<file path="src/rtl/result_byte_serializer.sv">
// result_byte_serializer
//
// Readout stage for the matrix-multiply datapath. On a start pulse it reads
// result words 0..NUM_RESULTS-1 from the result SRAM, one at a time, and
// emits each word as three bytes, MSB first, on an 8-bit valid/ready stream.
// It owns the SRAM read port while busy and pulses done once the last byte
// has been accepted.
//
// Optional feature (compile-time macro RESULT_SER_CHECKSUM_EN):
//   When defined, an 8-bit XOR of every accepted data byte is appended as
//   one extra byte after the last word.
//
// Ports:
//   clk        system clock
//   reset_n    asynchronous active-low reset
//   start      one-cycle pulse, begins a readout pass (only honoured in IDLE)
//   ram_re     SRAM read request, high for one cycle per word
//   ram_addr   SRAM read address
//   ram_rdata  SRAM read data, valid the cycle after ram_re
//   out_data   output byte
//   out_valid  out_data valid
//   out_ready  downstream accepts a byte when out_valid & out_ready
//   busy       high while a pass is in progress
//   done       one-cycle pulse after the final byte is accepted
//
// state   | meaning
// --------+----------------------------------------------------------
// IDLE    | waiting for start; all outputs quiet
// RD_REQ  | ram_re high for one cycle at the current address
// RD_WAIT | SRAM data returns; captured into the byte shift register
// SEND    | presenting shift_q[23:16]; shifts on each accepted byte
// CSUM    | (checksum build only) presenting the XOR checksum byte
// DONE    | done pulse, busy low, back to IDLE

module result_byte_serializer #(
  parameter int NUM_RESULTS = 16,
  parameter int RES_W       = 18,
  parameter int ADDR_W      = 8
) (
  input  logic              clk,
  input  logic              reset_n,
  input  logic              start,
  output logic              ram_re,
  output logic [ADDR_W-1:0] ram_addr,
  input  logic [RES_W-1:0]  ram_rdata,
  output logic [7:0]        out_data,
  output logic              out_valid,
  input  logic              out_ready,
  output logic              busy,
  output logic              done
);

`ifdef RESULT_SER_CHECKSUM_EN
  typedef enum logic [2:0] {
    S_IDLE, S_RD_REQ, S_RD_WAIT, S_SEND, S_CSUM, S_DONE
  } state_t;
`else
  typedef enum logic [2:0] {
    S_IDLE, S_RD_REQ, S_RD_WAIT, S_SEND, S_DONE
  } state_t;
`endif

  // Index of the final word, one bit wider so NUM_RESULTS = 2**ADDR_W fits.
  localparam logic [ADDR_W:0] LAST_IDX = (ADDR_W+1)'(NUM_RESULTS - 1);

  state_t            state_q, state_d;
  logic [ADDR_W-1:0] addr_cnt_q;
  logic [1:0]        byte_idx_q;
  logic [23:0]       shift_q;
  logic [23:0]       rdata_ext;

  logic cnt_clr, cnt_inc, sr_load, sr_shift, accept;

`ifdef RESULT_SER_CHECKSUM_EN
  logic [7:0] csum_q;
`endif

  always_comb begin
    rdata_ext = '0;
    rdata_ext[RES_W-1:0] = ram_rdata;
  end

  assign ram_addr = addr_cnt_q;
  assign accept   = out_valid & out_ready;

  always_ff @(posedge clk or negedge reset_n) begin
    if (!reset_n) begin
      state_q <= S_IDLE;
    end else begin
      state_q <= state_d;
    end
  end

  always_comb begin
    state_d   = state_q;
    ram_re    = 1'b0;
    out_valid = 1'b0;
    out_data  = 8'h00;
    busy      = 1'b0;
    done      = 1'b0;
    cnt_clr   = 1'b0;
    cnt_inc   = 1'b0;
    sr_load   = 1'b0;
    sr_shift  = 1'b0;
    case (state_q)
      S_IDLE: begin
        if (start) begin
          cnt_clr = 1'b1;
          state_d = S_RD_REQ;
        end
      end
      S_RD_REQ: begin
        busy    = 1'b1;
        ram_re  = 1'b1;
        state_d = S_RD_WAIT;
      end
      S_RD_WAIT: begin
        busy    = 1'b1;
        sr_load = 1'b1;
        state_d = S_SEND;
      end
      S_SEND: begin
        busy      = 1'b1;
        out_valid = 1'b1;
        out_data  = shift_q[23:16];
        if (out_ready) begin
          if (byte_idx_q != 2'd2) begin
            sr_shift = 1'b1;
          end else if ({1'b0, addr_cnt_q} < LAST_IDX) begin
            cnt_inc = 1'b1;
            state_d = S_RD_REQ;
          end else begin
`ifdef RESULT_SER_CHECKSUM_EN
            state_d = S_CSUM;
`else
            state_d = S_DONE;
`endif
          end
        end
      end
`ifdef RESULT_SER_CHECKSUM_EN
      S_CSUM: begin
        busy      = 1'b1;
        out_valid = 1'b1;
        out_data  = csum_q;
        if (out_ready) begin
          state_d = S_DONE;
        end
      end
`endif
      S_DONE: begin
        done    = 1'b1;
        state_d = S_IDLE;
      end
      default: begin
        state_d = S_IDLE;
      end
    endcase
  end

  // Datapath: address counter, byte index and byte shift register.
  // The outgoing byte is always shift_q[23:16]; accepting a non-final byte
  // shifts the next one up, so a stall simply leaves everything in place.
  always_ff @(posedge clk or negedge reset_n) begin
    if (!reset_n) begin
      addr_cnt_q <= '0;
      byte_idx_q <= 2'd0;
      shift_q    <= 24'h0;
    end else begin
      if (cnt_clr) begin
        addr_cnt_q <= '0;
      end else if (cnt_inc) begin
        addr_cnt_q <= addr_cnt_q + ADDR_W'(1);
      end
      if (sr_load) begin
        shift_q    <= rdata_ext;
        byte_idx_q <= 2'd0;
      end else if (sr_shift) begin
        shift_q    <= {shift_q[15:0], 8'h00};
        byte_idx_q <= byte_idx_q + 2'd1;
      end
    end
  end

`ifdef RESULT_SER_CHECKSUM_EN
  // Only data bytes feed the checksum; the checksum byte itself is excluded.
  always_ff @(posedge clk or negedge reset_n) begin
    if (!reset_n) begin
      csum_q <= 8'h00;
    end else if (cnt_clr) begin
      csum_q <= 8'h00;
    end else if (accept && state_q == S_SEND) begin
      csum_q <= csum_q ^ shift_q[23:16];
    end
  end
`endif

endmodule
</file>
<file path="config.mk">
export PLATFORM = sky130hd
export DESIGN_NAME = result_byte_serializer
export DESIGN_NICKNAME = d
export VERILOG_FILES = /design/src/rtl/result_byte_serializer.sv
export SDC_FILE = /design/constraint.sdc
export NUM_CORES = 1
export LEC_CHECK = 0
export CAP_MARGIN = 20
export CORE_UTILIZATION = 48
export DETAILED_ROUTE_END_ITERATION = 10
export GPL_TIMING_DRIVEN = 0
export PLACE_DENSITY = 0.8
export SYNTH_ARGS = -nofsm -noshare
export SYNTH_HDL_FRONTEND = slang
export SYNTH_SLANG_ARGS = --single-unit
</file>
<file path="constraint.sdc">
create_clock -name clk -period 2.1 [get_ports clk]
set_clock_uncertainty 0.2 [all_clocks]
set_input_delay 0.42 -clock clk [delete_from_list [all_inputs] [get_ports clk]]
set_output_delay 0.42 -clock clk [all_outputs]
set_load 0.05 [all_outputs]
</file>
==> results_dict.tcl <==
set metrics [dict create \
    overflow 0 \
    r2r.worst_path.cells 7 \
    p_seq_frac 0.378 \
    wl_um 3320 \
    p_sw_mw 1.36 \
    antenna_found_initial 0 \
    dp_slack_ns -0.395 \
    slew_headroom 0.463 \
    fin_hold_ws_ns 0.292 \
    io_pins 42 \
    synth_seq_area_share 0.545 \
    synth_area_per_cell_um2 10.4 \
    grt_first_pass_wirelength_um 5400 \
    clk_path_buf_depth 2 \
    clockRootBuffer "clkbuf_4" \
    regArea_um2 928 \
    fin_crit_sh 1.00 \
    syn_inst 163 \
    drive_above_1_share 0.178 \
    p_int_mw 1.74 \
    final_antenna_net_count 0 \
    combPwrFrac 0.515 \
    switching_share 0.438 \
    hp-class "reg2reg" \
    reg2reg_from "state_q[2]" \
    dr.pass1.iters 4 \
    slew_viol_final 0 \
    p_total_mw 3.10 \
    clock-sinks 37 \
    dp_hpwl_um 2460 \
    reg2reg_to "ram_addr[1]" \
    path_class "reg2out" \
    start_util 0.505 \
    place.gp.congestion 0.754 \
    power_per_cell_area_mw_per_mm2 1390 \
    die_x_um 61.5 \
    synth_area_mm2 0.00170 \
    postLayoutCoreUtil 0.665 \
    netlist.area_leader.share 0.545 \
    syn2layout_area_growth_pct 31.7 \
    n_fill_cell 292 \
    die-area_mm2 0.00378 \
    cts_tree "done" \
    via_per_inst 5.05 \
    layout.nets 239 \
    worstMarginPinSlew_ns 0.806 \
    drv_cap 0 \
    ys_types 31 \
    drc 0 \
    clk_pin_slew_ns 0.10 \
    ys_seq_elements 37 \
    cts_max_level 2 \
    grt_max_degree 38 \
    design_area_mm2 0.00224 \
    rsz0062_at_grt "yes" \
    yosysWarningCount 0 \
    power_frac_clock 0.107 \
    io_buffer_count 41 \
    routedWlPerCell_um 12.8 \
    diodes 0 \
    end_kind "output port" \
    static-leakage-power_nw 1.05 \
    first_global_vias 1295 \
    grt_use_total 0.199 \
    vias 1313 \
    multi_input_area_um2 697 \
    worstPathRequired_ns 1.48 \
    failed_checks "negative setup slack" \
    syn_nets 187 \
    synth_top_area_cell "dfrtp_1" \
    min_period_ns 2.11 \
    dpl_cell_area_mm2 0.00217 \
    clk_latency_ns 0.33 \
    cp-start-kind "flip-flop" \
    status "finished, violations left" \
    fmax_mhz 475 \
    critPathMaxFanout 10 \
    peakVddDrop_mv 0.538 \
    fin_ws_ns -0.00598 \
    synthTopCellsByArea "dfrtp_1, mux2i_1, nor2_1, and2_1, nand2_1" \
    setup_viol 3 \
    first_iter_violations 54 \
    coreArea_mm2 0.00336 \
    crit_end "out_data[1]" \
    hold_viol 0 \
    worstSetupStartpoint "state_q[2]" \
    cts_made_buffers 5 \
    worstPathArrival_ns 1.49 \
    dieHeight_um 61.5 \
    rrSetupSlack_ns 0.25 \
    rows 21 \
]
==> critical path, cell delays in order (launching register included) <==
cell and delay, ns:
dfrtp_2 0.44, nand3b_1 0.21, inv_2 0.17, and2_1 0.17, buf_6 0.16
==> placed cells by master, fill, tap and decap left out, types with 2 or more instances in the layout <==
cell             count
a22o_1               6
clkbuf_4             5
mux2i_1             11
o21ai_1             10
buf_2                7
dfrtp_2              2
nand2_1             14
and2_1              11
inv_1                4
nor2b_1              4
buf_6               12
dfrtp_1             35
clkdlybuf4s50_1     20
nor3_1               4
nor2_1              22
a21oi_1             10
nand3_1              3
dlygate4sd2_1        8
ha_1                 2
nand3b_1             2
buf_4                4
==> routing by layer <==
metal,global-route usage,vias up,wire [um]
li1,-,653,-
met4,0.0667,0,43
met5,0,-,0
met1,0.253,620,1510
met3,0.0588,5,162
met2,0.328,35,1600
==> kinds of logic (layout without fill, tap and decap cells) <==
kind of cell | count (synthesis) | count (layout) | synth area share
simple gates | 68 | 68 | 0.209
buf+inv | 13 | 64 | 0.0472
mux | 11 | 11 | 0.0649
flops | 37 | 37 | 0.545
fa+ha+maj | 2 | 2 | 0.0147
compound gates | 31 | 31 | 0.113
xor+xnor | 1 | 1 | 0.00516
==> worst min path at each step <==
stage	from	to	cells past startpoint
final	shift_q[17]	shift_q[17]	2
after global routing	state_q[2]	state_q[0]	1
after CTS	shift_q[17]	shift_q[17]	2
after detailed placement	shift_q[17]	shift_q[17]	2
after global placement	byte_idx_q[0]	byte_idx_q[0]	2
after floorplan	reset_n	byte_idx_q[0]	0
==> cell usage after synthesis <==
library cell and instances:
nor2_1 22, o31ai_1 1, nand2_1 14, nand2b_1 1
ha_1 2, buf_6 3, buf_4 1, buf_2 4
xnor2_1 1, inv_1 4, inv_2 1, and4_1 1
nor2_8 1, nand3b_1 2, o21a_1 1, nand3_1 3
a21o_1 1, a21oi_1 10, a211oi_1 1, a22o_1 6
dfrtp_1 37, nand2b_2 1, a21bo_2 1, o21ai_1 10
nand4_1 1, nor4_1 1, and2_1 11, nor4b_2 1
mux2i_1 11, nor2b_1 4, nor3_1 5
==> power groups by stage <==
stage,sequential [mW],combinational [mW],clock (mW)
CTS,1.16,1.59,0.340
global route,1.20,1.74,0.369
finish,1.17,1.59,0.332
floorplan,1.26,1.04,0
global placement,1.16,1.54,0
detailed placement,1.18,1.58,0
==> flip-flops by register name, indices dropped and copies added (netlist names) <==
signal      flops
byte_idx_q      2
ram_addr        8
shift_q        24
state_q         3
==> stage by stage <==
step           std cells  TNS (ns)
2_1_floorplan        163         0
3_5_place_dp         250     -3.64
6_report             260   -0.0132
4_1_cts              259  -0.00632
3_3_place_gp         250    -15.66
5_1_grt              260    -0.837
==> cell type report <==
class	count	area share
repair buffers	46	0.193
plain buffers	7	0.0269
clock buffers	5	0.0168
inverters	5	0.00839
multi-input cells	113	0.312
flip-flops and latches	37	0.415
clock inverters	1	0.00224
well taps	46	0.0257
==> what timing repair did <==
item                                    4_1_cts  5_1_grt
endpoints found under the setup margin       20       10
pin swaps                                     0        0
endpoints found under the hold margin        37        0
hold buffers                                  1        0
gates cloned                                  0        0
buffers inserted                              3        1
gates resized for setup                      84        2
Power figures use the tool's default switching activity.
